`config.mk`:
```
export PLATFORM = sky130hd
export DESIGN_NAME = xor32
export DESIGN_NICKNAME = d
export VERILOG_FILES = /design/src/rtl/xor32_pkg.sv /design/src/rtl/xor32_bit.sv /design/src/rtl/xor32.sv
export SDC_FILE = /design/constraint.sdc
export NUM_CORES = 1
export LEC_CHECK = 0
export CAP_MARGIN = 10
export CORE_ASPECT_RATIO = 0.5
export CORE_MARGIN = 3
export CORE_UTILIZATION = 35
export DETAILED_ROUTE_END_ITERATION = 6
export PLACE_DENSITY = 0.88
export SLEW_MARGIN = 15
export SYNTH_ARGS = -nofsm -noshare
export SYNTH_HDL_FRONTEND = slang
export SYNTH_SLANG_ARGS = --single-unit
```
`constraint.sdc`:
```
create_clock -name clk -period 1.3 [get_ports clk]
set_clock_uncertainty 0.15 [all_clocks]
set_input_delay 0.13 -clock clk [delete_from_list [all_inputs] [get_ports clk]]
set_output_delay 0.13 -clock clk [all_outputs]
set_load 0.005 [all_outputs]
```
`src/rtl/xor32_pkg.sv`:
```
// Shared ALU definitions: word width, condition-code flag layout, function codes.
// Latency: n/a (constants and types only).
// Backpressure: n/a.
package xor32_pkg;

  // Datapath word width used by every ALU unit.
  localparam int WORD_W = 32;

  // Bit positions of the condition codes inside a packed flag vector.
  localparam int ZF_BIT = 0;
  localparam int SF_BIT = 1;
  localparam int OF_BIT = 2;
  localparam int FLAG_W = 3;

  // ALU function code for XOR, matching the Y86 xorq ifun field.
  localparam logic [3:0] ALU_FN_XOR = 4'h3;

  typedef logic [FLAG_W-1:0] flags_t;

endpackage

```
`src/rtl/xor32_bit.sv`:
```
// Single-bit XOR cell, replicated across the word by the xor32 generate loop.
// Latency: purely combinational.
// Backpressure: none.
module xor1_bit (
  input  logic a,
  input  logic b,
  output logic y
);

  assign y = a ^ b;

endmodule

```
`src/rtl/xor32.sv`:
```
// Registered bitwise XOR unit with Y86 condition codes (ZF, SF, OF).
// Latency: 1 cycle from in_valid to out_valid; one result per cycle sustained.
// Backpressure: none; downstream must take ans while out_valid is high.
module xor32
  import xor32_pkg::*;
#(
  parameter int WIDTH = WORD_W
) (
  input  logic             clk,
  input  logic             rst,
  input  logic             in_valid,
  input  logic [WIDTH-1:0] a,
  input  logic [WIDTH-1:0] b,
  output logic [WIDTH-1:0] ans,
  output logic             out_valid,
  output logic             zf,
  output logic             sf,
  output logic             of
);

  logic [WIDTH-1:0] xor_vec;
  flags_t           flags_d;
  flags_t           flags_q;
  logic [WIDTH-1:0] ans_q;
  logic             vld_q;

  // One XOR cell per bit builds the combinational result vector.
  for (genvar i = 0; i < WIDTH; i++) begin : g_bit
    xor1_bit u_bit (
      .a (a[i]),
      .b (b[i]),
      .y (xor_vec[i])
    );
  end

  // Condition codes for the candidate result; XOR never overflows.
  always_comb begin
    flags_d         = '0;
    flags_d[ZF_BIT] = (xor_vec == '0);
    flags_d[SF_BIT] = xor_vec[WIDTH-1];
    flags_d[OF_BIT] = 1'b0;
  end

  // Result and flags load only on an accepted operand pair, so idle
  // (possibly unknown) operands never reach the outputs.
  always_ff @(posedge clk) begin
    if (rst) begin
      ans_q   <= '0;
      flags_q <= '0;
    end else if (in_valid) begin
      ans_q   <= xor_vec;
      flags_q <= flags_d;
    end
  end

  // Valid marks a fresh result for exactly one cycle per accepted pair;
  // reset drops anything in flight.
  always_ff @(posedge clk) begin
    if (rst) begin
      vld_q <= 1'b0;
    end else begin
      vld_q <= in_valid;
    end
  end

  assign ans       = ans_q;
  assign out_valid = vld_q;
  assign zf        = flags_q[ZF_BIT];
  assign sf        = flags_q[SF_BIT];
  assign of        = flags_q[OF_BIT];

endmodule

```
==> impl_results.md <==
* Status: finished, violations left
* Failing checks: setup timing
* Post-Syn Instances at between 150 and 200
* Min setup slack post-route at -0.04862 ns
* Tcrit/Tclk final at 103.7%
* First-pass GRT wire length at just over 8000 um
* CP Class: input pin to register
* Via density at 5.199
* Power Density at between 900 and 1000 nW/um^2
* Maximum fanout along the worst path at 2
* Total GRT Usage at between 20% and 30%
* Area of the die at approximately 5100 sq um
* Core Footprint at 3735 sq um
* First-pass DRT Iterations at 4
* Routed wire length at around 7100 um
* Layout cells sized above 1 at between 20% and 30%
* Clock buffer count from CTS at 5
* Fin cells at 341
* Most frequent cells in the layout: 43 x dlygate4sd2_1, 36 x buf_4, 32 x nor2_1
* WP data required at 1.31 ns
* Final Wtd Congestion at around 0.83
* Endpoints failing hold at 0
* DRC violations left at 0
* Synth cell types at 17
* Max frequency at ~740 MHz
* Worst Reg-to-Reg Cells at 2
* Static Leak at 1.603 nW
* Total power at between 2 and 3 mW
* Placed Instances at 320
* Fillers at between 150 and 200
* Port buffer count at between 100 and 150
* Total congestion overflow at 0
* CTS tree: done
* Clock sink count at 34
* Commonest non-fill, non-tap cell in the layout: dlygate4sd2_1
* Hold Crit Class: input pin to register
* R2r startpoint: ans[8]$_SDFFE_PP0P_
* Sequential-to-total area share from yosys stat at approximately 46%
* # H-tree levels at 2
* Synthesized area at between 1000 and 1500 sq um
* Clock root cell: clkbuf_8
* ANT nets after route at 0
* Hold path start: b[20]
* Avg Cell Area, Syn at approximately 9.3 sq um
* Worst setup EP type: register
* Warning count from the yosys run at 0
* Peak supply drop at between 0.5 and 0.6 mV
* Synth Net Count at approximately 230
* Synth-to-Final Area Change at 108.9%
* Vias in the first global route at 1730
* Max Buffers Root-to-Sink at 2
* Pins Over Slew Limit at 0
* Fin nets at 356
* Starting DRT DRC Count at 90
* CTS Hold Bufs at 0
* Diode count at 0
* Synth Register Bits at 34
* Hold Path Cell Cnt at 3
* R2R setup slack at 0.31 ns
* Via Count at ~1.8k
* Worst-path clk slew at roughly 0.07 ns
* Crit path launch type: input pin
* WL/cell at 20.69 um
* Fin crit period at about 1.3 ns
* Pre-CTS setup slack at -0.3781 ns
* Hold EP: ans[20]$_SDFFE_PP0P_
* WP data arrival at roughly 1.4 ns
* Largest net degree at the start of global routing at 24
* Clock latency on the worst-skew pair at 0.28 ns
* Setup violators final at 2
* Die Y at between 50 and 60 um
* Dpl hpwl at roughly 3800 um
* Initial Util at between 30% and 40%
* Die Width at 97.85 um
* Initial antenna violation count at 0
* I/O pin total at just over 100
* Maxcap violations at 0
* R2r endpoint: ans[8]$_SDFFE_PP0P_
* Site Rows at 15
[cells in the mapped netlist]
cell	number	area, sq um
buf_4	2	15.01
buf_2	2	10.01
conb_1	1	3.750
xnor2_1	32	280.3
and2_1	1	6.260
buf_1	3	11.26
clkbuf_1	6	22.52
nor4_1	1	6.260
nand4_1	7	43.79
nor2b_1	1	6.260
dfxtp_1	34	680.7
a41o_1	1	10.01
nor3b_1	1	7.510
nor3_1	2	10.01
and4b_1	1	10.01
nor2_1	32	120.1
a211oi_1	31	232.7
[critical path, stage by stage]
cell and delay [ns]:
clkdlybuf4s50_1 0.46, xnor2_2 0.19, buf_4 0.14, buf_4 0.12
a211oi_1 0.32
[worst max path at each step]
stage	cells past startpoint	startpoint	slack (ns)	end
floorplan	4	b[25]	0.25	flags_q[0]$_SDFFE_PP0P_
global placement	5	b[30]	-0.34	flags_q[0]$_SDFFE_PP0P_
detailed placement	5	b[31]	-0.38	flags_q[0]$_SDFFE_PP0P_
CTS	5	b[22]	0.007	flags_q[0]$_SDFFE_PP0P_
global route	5	a[8]	-0.08	flags_q[0]$_SDFFE_PP0P_
finish	5	a[8]	-0.05	ans[8]$_SDFFE_PP0P_
[registers in the layout, summed over array words and instances (netlist names)]
name	cells
out_valid	1
ans	32
flags_q	1
[metal layers]
layer  share of wire, %  global-route usage [%]  up-vias
li1                   -                       -      813
met1                 40                   21.22      870
met2                 51                   42.68       70
met3                4.7                   4.150       20
met4                3.5                   9.195        0
met5                  0                       0        -
[stage by stage]
| step | hold slack, ns | setup TNS, ns | utilization (%) | area (sq um) |
|---|---|---|---|---|
| floorplan | 0.2008 | 0 | - | 1476 |
| global placement | 0.3061 | -0.3428 | 71.22 | 2660 |
| finish | 0.08099 | -0.06552 | 82.58 | 3084 |
| global route | 0.09262 | -0.1437 | 82.58 | 3084 |
| CTS | 0.02199 | 0 | 74.97 | 2800 |
| detailed placement | 0.3231 | -0.6951 | 71.22 | 2660 |
[logic make-up after synthesis]
| group | Yosys count | synth area share, % |
|---|---|---|
| xor gates and xnor gates | 32 | 18.98 |
| DFF | 34 | 46.10 |
| and+or+nand+nor | 46 | 14.24 |
| AOI/OAI and AO/OA | 32 | 16.44 |
| other | 1 | 0.2540 |
| buffers and inverters | 13 | 3.983 |
[timing repair]
action                                 in CTS  in global routing
setup endpoints to repair                  36                  1
buffers inserted                            3                 10
endpoints found under the hold margin       0                  0
gates cloned                                0                  0
pin swaps                                  11                 25
gates resized for setup                    54                 46
[power by group]
part / internal [mW] / switching, mW / leakage, nW
clock: 0.535 / 0.400 / 0.0575
sequential: 1.12 / 0.0499 / 0.283
combinational: 0.513 / 0.352 / 1.26
total: 2.17 / 0.801 / 1.60
[area by class of cell]
class | count | area [sq um] | area share (%)
multi-input combinational | 111 | 935.9 | 30.34
clock buffer | 8 | 110.1 | 3.570
tap | 51 | 63.81 | 2.069
timing repair buffer | 137 | 1290 | 41.83
sequential | 34 | 684.4 | 22.19
No activity file was read; power rests on OpenSTA's default activity.
